**src/rtl/gf_red_digit.sv**
```systemverilog
// gf_red_digit: digit-serial GF(2^m) polynomial reducer.
//
// Reduces a carry-less product of up to 2m bits modulo a polynomial of
// degree m (2 <= m <= DATA_WIDTH) selected per operation. DIGIT product bits
// are eliminated per REDUCE cycle. Illegal polynomials are flagged on out_err.
//
// Ports:
//   clk           clock
//   op_enable     synchronous active-low reset (low = reset)
//   in_valid      operands valid            in_ready   block can accept
//   polyn_grade   field degree m
//   polyn_red_in  reduction polynomial, bit i = coefficient of x^i
//   reduc_in      polynomial to reduce (bits >= 2m ignored)
//   out_valid     result valid              out_ready  consumer takes result
//   out           remainder, bits >= m are zero
//   out_err       qualifies out_valid: illegal polynomial
//   op_busy       high whenever not IDLE
//
// state  | meaning
// -------+-----------------------------------------------------------------
// IDLE   | waiting for operands, in_ready=1
// REDUCE | eliminating DIGIT bits per cycle; one extra cycle loads the result
// DONE   | out_valid=1, holding result until out_ready
module gf_red_digit #(
  parameter int DATA_WIDTH = 8,
  parameter int DIGIT      = 2
) (
  input  logic                          clk,
  input  logic                          op_enable,
  input  logic                          in_valid,
  output logic                          in_ready,
  input  logic [$clog2(DATA_WIDTH):0]   polyn_grade,
  input  logic [DATA_WIDTH:0]           polyn_red_in,
  input  logic [2*DATA_WIDTH-1:0]       reduc_in,
  output logic                          out_valid,
  input  logic                          out_ready,
  output logic [DATA_WIDTH-1:0]         out,
  output logic                          out_err,
  output logic                          op_busy
);

  localparam int GW = $clog2(DATA_WIDTH) + 1;
  localparam int RW = 2 * DATA_WIDTH;
  localparam int KW = $clog2(RW) + 1;
  localparam int CW = $clog2(DATA_WIDTH + 1) + 1;

  localparam logic [1:0] S_IDLE   = 2'd0;
  localparam logic [1:0] S_REDUCE = 2'd1;
  localparam logic [1:0] S_DONE   = 2'd2;

  logic [1:0]            state_q;
  logic [GW-1:0]         m_q;
  logic [RW-1:0]         poly_q;
  logic [RW-1:0]         r_q;
  logic [KW-1:0]         k_q;
  logic [CW-1:0]         cnt_q;
  logic                  err_q;
  logic [DATA_WIDTH-1:0] out_q;
  logic                  out_err_q;

  logic                  legal;
  logic [RW-1:0]         poly_msk;
  logic [RW-1:0]         red_msk;
  logic [CW-1:0]         n_steps;
  logic [KW-1:0]         k_start;
  logic [RW-1:0]         r_step;
  logic [DATA_WIDTH-1:0] res;

  // Operand conditioning at accept: polynomial bits above m and product
  // bits at or above 2m are dropped before they enter the datapath.
  always_comb begin
    legal    = 1'b0;
    poly_msk = '0;
    red_msk  = '0;
    for (int i = 0; i <= DATA_WIDTH; i++) begin
      if (i <= int'(polyn_grade)) poly_msk[i] = polyn_red_in[i];
      if ((i == int'(polyn_grade)) && polyn_red_in[i]) legal = 1'b1;
    end
    if ((int'(polyn_grade) < 2) || (int'(polyn_grade) > DATA_WIDTH)) legal = 1'b0;
    for (int i = 0; i < RW; i++) begin
      if (i < 2 * int'(polyn_grade)) red_msk[i] = reduc_in[i];
    end
    n_steps = CW'((int'(polyn_grade) + DIGIT - 1) / DIGIT);
    k_start = KW'(2 * int'(polyn_grade) - 1);
  end

  // One REDUCE step: indices k down to k-DIGIT+1, highest first, since each
  // XOR may set lower bits that a later index in the same digit must see.
  // Indices below m are left alone, which shortens the final digit.
  always_comb begin
    r_step = r_q;
    for (int p = RW - 1; p >= 0; p--) begin
      if ((p <= int'(k_q)) && (p > int'(k_q) - DIGIT) &&
          (p >= int'(m_q)) && r_step[p]) begin
        r_step = r_step ^ (poly_q << (p - int'(m_q)));
      end
    end
  end

  always_comb begin
    res = '0;
    for (int i = 0; i < DATA_WIDTH; i++) begin
      if (i < int'(m_q)) res[i] = r_q[i];
    end
  end

  always_ff @(posedge clk) begin
    if (!op_enable) begin
      state_q   <= S_IDLE;
      m_q       <= '0;
      poly_q    <= '0;
      r_q       <= '0;
      k_q       <= '0;
      cnt_q     <= '0;
      err_q     <= 1'b0;
      out_q     <= '0;
      out_err_q <= 1'b0;
    end else begin
      case (state_q)
        S_IDLE: begin
          if (in_valid) begin
            m_q     <= polyn_grade;
            poly_q  <= poly_msk;
            r_q     <= red_msk;
            k_q     <= k_start;
            state_q <= S_REDUCE;
            // An illegal polynomial runs zero steps, so it reaches DONE
            // one edge after accept with the error flag set.
            if (legal) begin
              cnt_q <= n_steps;
              err_q <= 1'b0;
            end else begin
              cnt_q <= '0;
              err_q <= 1'b1;
            end
          end
        end
        S_REDUCE: begin
          if (cnt_q != '0) begin
            r_q   <= r_step;
            k_q   <= k_q - KW'(DIGIT);
            cnt_q <= cnt_q - CW'(1);
          end else begin
            out_q     <= err_q ? '0 : res;
            out_err_q <= err_q;
            state_q   <= S_DONE;
          end
        end
        S_DONE: begin
          if (out_ready) state_q <= S_IDLE;
        end
        default: state_q <= S_IDLE;
      endcase
    end
  end

  assign in_ready  = op_enable && (state_q == S_IDLE);
  assign out_valid = (state_q == S_DONE);
  assign op_busy   = (state_q != S_IDLE);
  assign out       = out_q;
  assign out_err   = out_err_q;

endmodule

```
**config.mk**
```make
export PLATFORM = sky130hd
export DESIGN_NAME = gf_red_digit
export DESIGN_NICKNAME = d
export VERILOG_FILES = /design/src/rtl/gf_red_digit.sv
export SDC_FILE = /design/constraint.sdc
export NUM_CORES = 1
export LEC_CHECK = 0
export CAP_MARGIN = 15
export CORE_ASPECT_RATIO = 0.9
export CORE_MARGIN = 1
export CORE_UTILIZATION = 44
export DETAILED_ROUTE_END_ITERATION = 10
export SYNTH_ARGS = -nofsm -noshare
export SYNTH_HDL_FRONTEND = slang
export SYNTH_SLANG_ARGS = --single-unit
```
**constraint.sdc**
```tcl
create_clock -name clk -period 28.9 [get_ports clk]
set_input_delay 4.335 -clock clk [delete_from_list [all_inputs] [get_ports clk]]
set_output_delay 4.335 -clock clk [all_outputs]
set_load 0.005 [all_outputs]
```
* Word level (Yosys, flattened, before mapping)
Index checks and enable logic that the tools add are counted.
** Word-level totals
- Flip-flop bits (word level) :: 51
- Output and inout port bits :: 12
** Cells by class
- $add $sub $neg :: 23
- $lt $le $gt $ge :: 80
- Equal/unequal tests :: 14
- Shift operators :: 16
- Mux-type cells :: 74
- Bitwise operators :: 18
- Reductions and logical operators :: 66
** Operator list (count)
- 9-bit by 32-bit left shift with 16-bit output :: 16
- 16-bit 2-to-1 mux :: 18
- 16-bit XOR :: 16
- 1-bit logical AND :: 56
- 5-bit by 6-bit > comparator with 1-bit output, first input constant :: 8
- 1-bit 2-to-1 mux :: 43
- 4-bit by 5-bit less-or-equal comparator with 1-bit output, first input constant :: 8
- 4-bit by 5-bit less-than comparator with 1-bit output, first input constant :: 8
- 4-bit by 4-bit subtractor with 5-bit output, first input constant :: 8
- 16-bit case mux with 2 select lines :: 1
- 4-bit greater-or-equal comparator, first input constant :: 7
- 5-bit 2-to-1 mux :: 5
- 4-bit by 6-bit > comparator with 1-bit output, first input constant :: 4
- 4-bit == test, first input constant :: 5
- 3-bit by 5-bit less-or-equal comparator with 1-bit output, first input constant :: 4
- 3-bit by 5-bit less-than comparator with 1-bit output, first input constant :: 4
- 5-bit case mux with 2 select lines :: 2
- 3-bit by 4-bit subtractor with 5-bit output, first input constant :: 4
- 3-bit by 4-bit greater-or-equal comparator with 1-bit output, first input constant :: 4
- 3-bit by 4-bit less-or-equal comparator with 1-bit output, first input constant :: 4
- 3-bit by 4-bit less-than comparator with 1-bit output, first input constant :: 4
- 3-bit by 6-bit > comparator with 1-bit output, first input constant :: 2
- 2-bit by 5-bit less-or-equal comparator with 1-bit output, first input constant :: 2
- 1-bit by 5-bit less-than comparator with 1-bit output, first input constant :: 2
- other kinds (39) :: 56

* Longest topological paths before layout
- Word-level depth :: 37
- Depth in mapped cells :: 39
- Gate-level depth less buffers :: 31

* Least setup slack after synthesis
No wires, ideal clock.
- Kind :: register -> register
- Start point :: reg m_q[1]
- End point :: reg r_q[11]
- Arrival :: 9.595 ns
- Path slack :: 19.183 ns
- Cell stages (with the launch flop) :: 36
- Clock period less this slack :: 9.717 ns
- Cells stage by stage :: dfxtp_1 > clkbuf_1 > inv_1 > clkbuf_1 > clkbuf_1 > ha_1 > clkbuf_1 > mux4_2 > nand2_1 > nand2_1 > a21oi_1 > nand3_1 > a221o_1 > a21oi_2 > nor3_4 > xnor2_2 > o211a_2 > mux2_2 > a211oi_4 > mux2_2 > o31ai_1 > or4b_2 > xnor3_1 > or3_1 > a2111oi_0 > nor3_1 > mux2i_1 > nor3b_1 > mux2_2 > or3_4 > nand2_4 > xnor2_2 > buf_6 > nand4_1 > xnor2_1 > o21ai_1
** On the way
- Cells in the longest elaborated chain, start to end :: 36
- Elaborated cells on any way between the ends :: 111
- Classes of those cells :: 16 x add/sub; 15 x order compare; 16 x shift; 18 x mux; 16 x bitwise; 30 x reduce/logical
** Ends and longest elaborated chain
- start: declaration :: RTL line 52 : logic [GW-1:0] m_q;
- start signal: assignment :: RTL line 122 : m_q <= polyn_grade;
- 4-bit by 4-bit subtractor with 5-bit output :: RTL line 95 : r_step = r_step ^ (poly_q << (p - int'(m_q)));
- 9-bit by 32-bit left shift with 16-bit output :: RTL line 95
- 16-bit XOR :: RTL line 95
- 16-bit 2-to-1 mux :: RTL line 93 : if ((p <= int'(k_q)) && (p > int'(k_q) - DIGIT) &&
- 16-bit XOR / 1-bit logical AND (equally long branches) :: RTL line 95, 94
- 16-bit 2-to-1 mux :: RTL line 93
- 16-bit XOR / 1-bit logical AND (equally long branches) :: RTL line 95, 94
- 16-bit 2-to-1 mux :: RTL line 93
- [20 not listed]
- 16-bit XOR / 1-bit logical AND (equally long branches) :: RTL line 95, 94
- 16-bit 2-to-1 mux :: RTL line 93
- 16-bit XOR / 1-bit logical AND (equally long branches) :: RTL line 95, 94
- 16-bit 2-to-1 mux :: RTL line 93
- 16-bit XOR / 1-bit logical AND (equally long branches) :: RTL line 95, 94
- 16-bit 2-to-1 mux * :: RTL line 93
- 16-bit 2-to-1 mux * :: RTL line 139 : if (cnt_q != '0) begin
- 16-bit case mux with 2 select lines * :: RTL line 119 : case (state_q)
- end signal: assignment :: RTL line 124 : r_q <= red_msk;
- end signal: assignment :: RTL line 140 : r_q <= r_step;
- end: declaration :: RTL line 54 : logic [RW-1:0] r_q;
Mark *: on every way between the ends. The rest lies on a longest branch, timed or not. The select of a mux whose other input is x is not followed.
A chain may end at the register's enable or synchronous reset.

* Worst setup path after layout
- Start point :: reg m_q[1]
- End point :: reg r_q[7]
The elaborated chain is that of the path after synthesis.

==> flow_summary.toml <==
[pwr]
power_density_nw_per_um2 = 45.3
power.leakage_nw = 4.12
vdd_drop_max_uv = 33.2

[die]
io_pins = 45
rows = 57
coreArea_um2 = 27100
fp.dieW_um = 177
die_h_um = 160
start_util_pct = 45.0
die-area_um2 = 28400

[sta]
tns_ps = 0
tightest_slew_ps = 1130
drv_slew = 0
setup_viol = 0
rsz0062_at_grt = "no"
fmax_mhz = 86.6
hold_viol = 0
finClkSkew_ps = 12.1
timing.hold.ws_ps = 468
period_minus_slack_ps = 11550
slew_headroom_pct = 22.5
post-route-period-util_pct = 40.0
worst_slack_ps = 17350

[logic_synthesis]
synth.top_cell.area_share_pct = 14.4
synth_flop_cell = "dfxtp_1"
synthArstFlopShare_pct = 0
synth_edf_count = 0
ys_ff_latch = 51
synth_area_um2 = 12200
synthTopCellsByArea = "xnor2_1 (14%), dfxtp_1 (8.4%), nand2_1 (8.3%)"
synth_fp_nets = 1929
synth_top_area_cell = "xnor2_1"
yosys_warnings = 0
syn_avg_cell_area_um2 = 6.53
yosysSeqAreaShare_pct = 8.38
synth_cells = 1866
yosysUniqueCellTypes = 108

[placed_design]
place.gp.congestion = 1.10
hpwl_mm = 53.0
dpl_worst_slack_ps = 17720
port_buffers = 44

[worst_setup_path]
arrival_ps = 11720
path_class = "register to register"
cp.required_ps = 29070
cpMaxStageDelayCell = "ha_1"
end_kind = "register"
timing.critical_path.buf_inv = 3
critical-path-top-delay-family = "multiplexers"
critical-path-top-cell-by-count = "mux2i_1"
start_kind = "register"
critical_path.max_stage_delay_ps = 790
cp_max_fo = 60

[cells_and_area]
area.sequential_um2 = 1020
drive_above_1_share_pct = 7.41
multi_input_area_um2 = 10500
n_antenna_cell = 0
nNetsFinal = 1898
final_util_pct = 48.1
syn_to_final_growth_pct = 7.03
fillCellCount = 2870
mostFrequentLayoutCells = "nand2_1 (271), nor2_1 (223), xnor2_1 (198), a21oi_1 (127), o21ai_0 (91)"
layout_commonest_cell = "nand2_1"

[detailed_routing]
drc = 0
wl_per_cell_um = 30.3
drtAntennaViolNets = 0
drt_iter0_markers = 2485
routed_wl_mm = 66.3
vias_per_cell = 6.83
dr.pass1.iters = 6
dr_total_vias = 14953

[clock_tree]
hold_buffers = 0
cts_root_buf = "clkbuf_16"
postCtsSetupRepairBufs = 0
clk_latency_ps = 300
clkTransAtPathRegs_ps = 70
cts_buffers = 5
cts_tree = "built"
clock_path_buffers = 2
cts.repair.resized = 0
cts_sinks = 51
htree_levels = 2

[run]
maxCapViolations = 0

[min_path]
hold_class = "register to register"

[global_route]
grt_start_max_net_pins = 61
track_usage_pct = 45.6
grt_pass1_wl_mm = 93.5
grt-ovfl-total = 0
antenna_found_initial = 0
grt_pass1_vias = 13426

[outcome]
status = "finished, final reports clean"
[synthesized netlist by cell type, types with 12 or more instances]
cell type	n
o22ai_1	35
a31oi_1	19
nor4_1	19
nor3_1	67
nor2_1	223
o21ai_0	91
nor2b_1	25
dfxtp_1	51
and2_1	23
a22oi_1	14
mux2_2	18
or3_1	14
ha_1	30
xnor2_1	200
a211oi_1	19
o211ai_1	20
nand4_1	14
a21boi_0	17
o21ai_1	22
nand3_1	81
buf_4	13
xor2_1	28
inv_1	33
nand2b_1	22
mux2i_1	29
clkbuf_1	89
o21a_1	12
a21oi_1	127
nand2_1	271
[layout make-up]
type	count	share of cell area, %
inverters	36	1.04
clock inverters	2	0.269
multi-input cells	1654	80.5
well taps	354	3.40
clock buffers	6	1.06
repair buffers	87	5.85
flip-flops and latches	51	7.86
[kinds of logic (layout without fill, tap and decap cells)]
family | Yosys count | count (layout) | share of synthesized area [%]
compound gates | 499 | 499 | 26.9
xor+xnor | 236 | 236 | 17.5
fa+ha+maj | 30 | 30 | 3.08
buf+inv | 161 | 131 | 5.65
flops | 51 | 51 | 8.38
mux | 57 | 57 | 5.83
simple gates | 832 | 832 | 32.6
[routing by layer]
| metal | routed length (um) | global-route usage (%) | up-vias |
|---|---|---|---|
| li1 | - | - | 6600 |
| met1 | 26900 | 63.5 | 7006 |
| met2 | 25800 | 62.6 | 1142 |
| met3 | 9540 | 14.1 | 205 |
| met4 | 4030 | 21.9 | 0 |
| met5 | 0 | 0 | - |
[power breakdown]
part,switching (mW),total (mW),leakage (nW),internal (mW)
registers,0.0196,0.0976,0.418,0.0780
clock network,0.0279,0.0710,0.0868,0.0432
logic,0.292,0.422,3.62,0.129
total,0.340,0.590,4.12,0.251
[through the flow]
stage	std cells	total power [mW]	instance area, um2
floorplan	1866	0.359	12200
detailed placement	2182	0.497	12900
finish	2190	0.590	13000
CTS	2190	0.568	13000
global placement	2182	0.497	12900
global route	2190	0.608	13000
[registers in the layout (all words and copies together), names as in the netlist]
name     count
cnt_q        5
err_q        1
k_q          5
m_q          4
out          8
out_err      1
poly_q       9
r_q         16
state_q      2
[worst paths after layout]
| check | slack, ps | cells after the start | startpoint | to |
|---|---|---|---|---|
| hold reg to reg | 470 | 2 | out[4] | out[4] |
| setup / recovery | 17350 | 32 | m_q[1] | r_q[7] |
| hold / removal | 470 | 2 | out[4] | out[4] |
| setup reg to reg | 17350 | 32 | m_q[1] | r_q[7] |
[worst register-to-register path: cells and delay by family (launching register included)]
kind / cells / cell delay, ps
compound gates: 7 / 2670
xor+xnor: 3 / 1220
fa+ha+maj: 1 / 790
buf+inv: 3 / 1080
flops: 1 / 310
mux: 9 / 2750
simple gates: 9 / 2590
(Power assumes the default switching activity.)
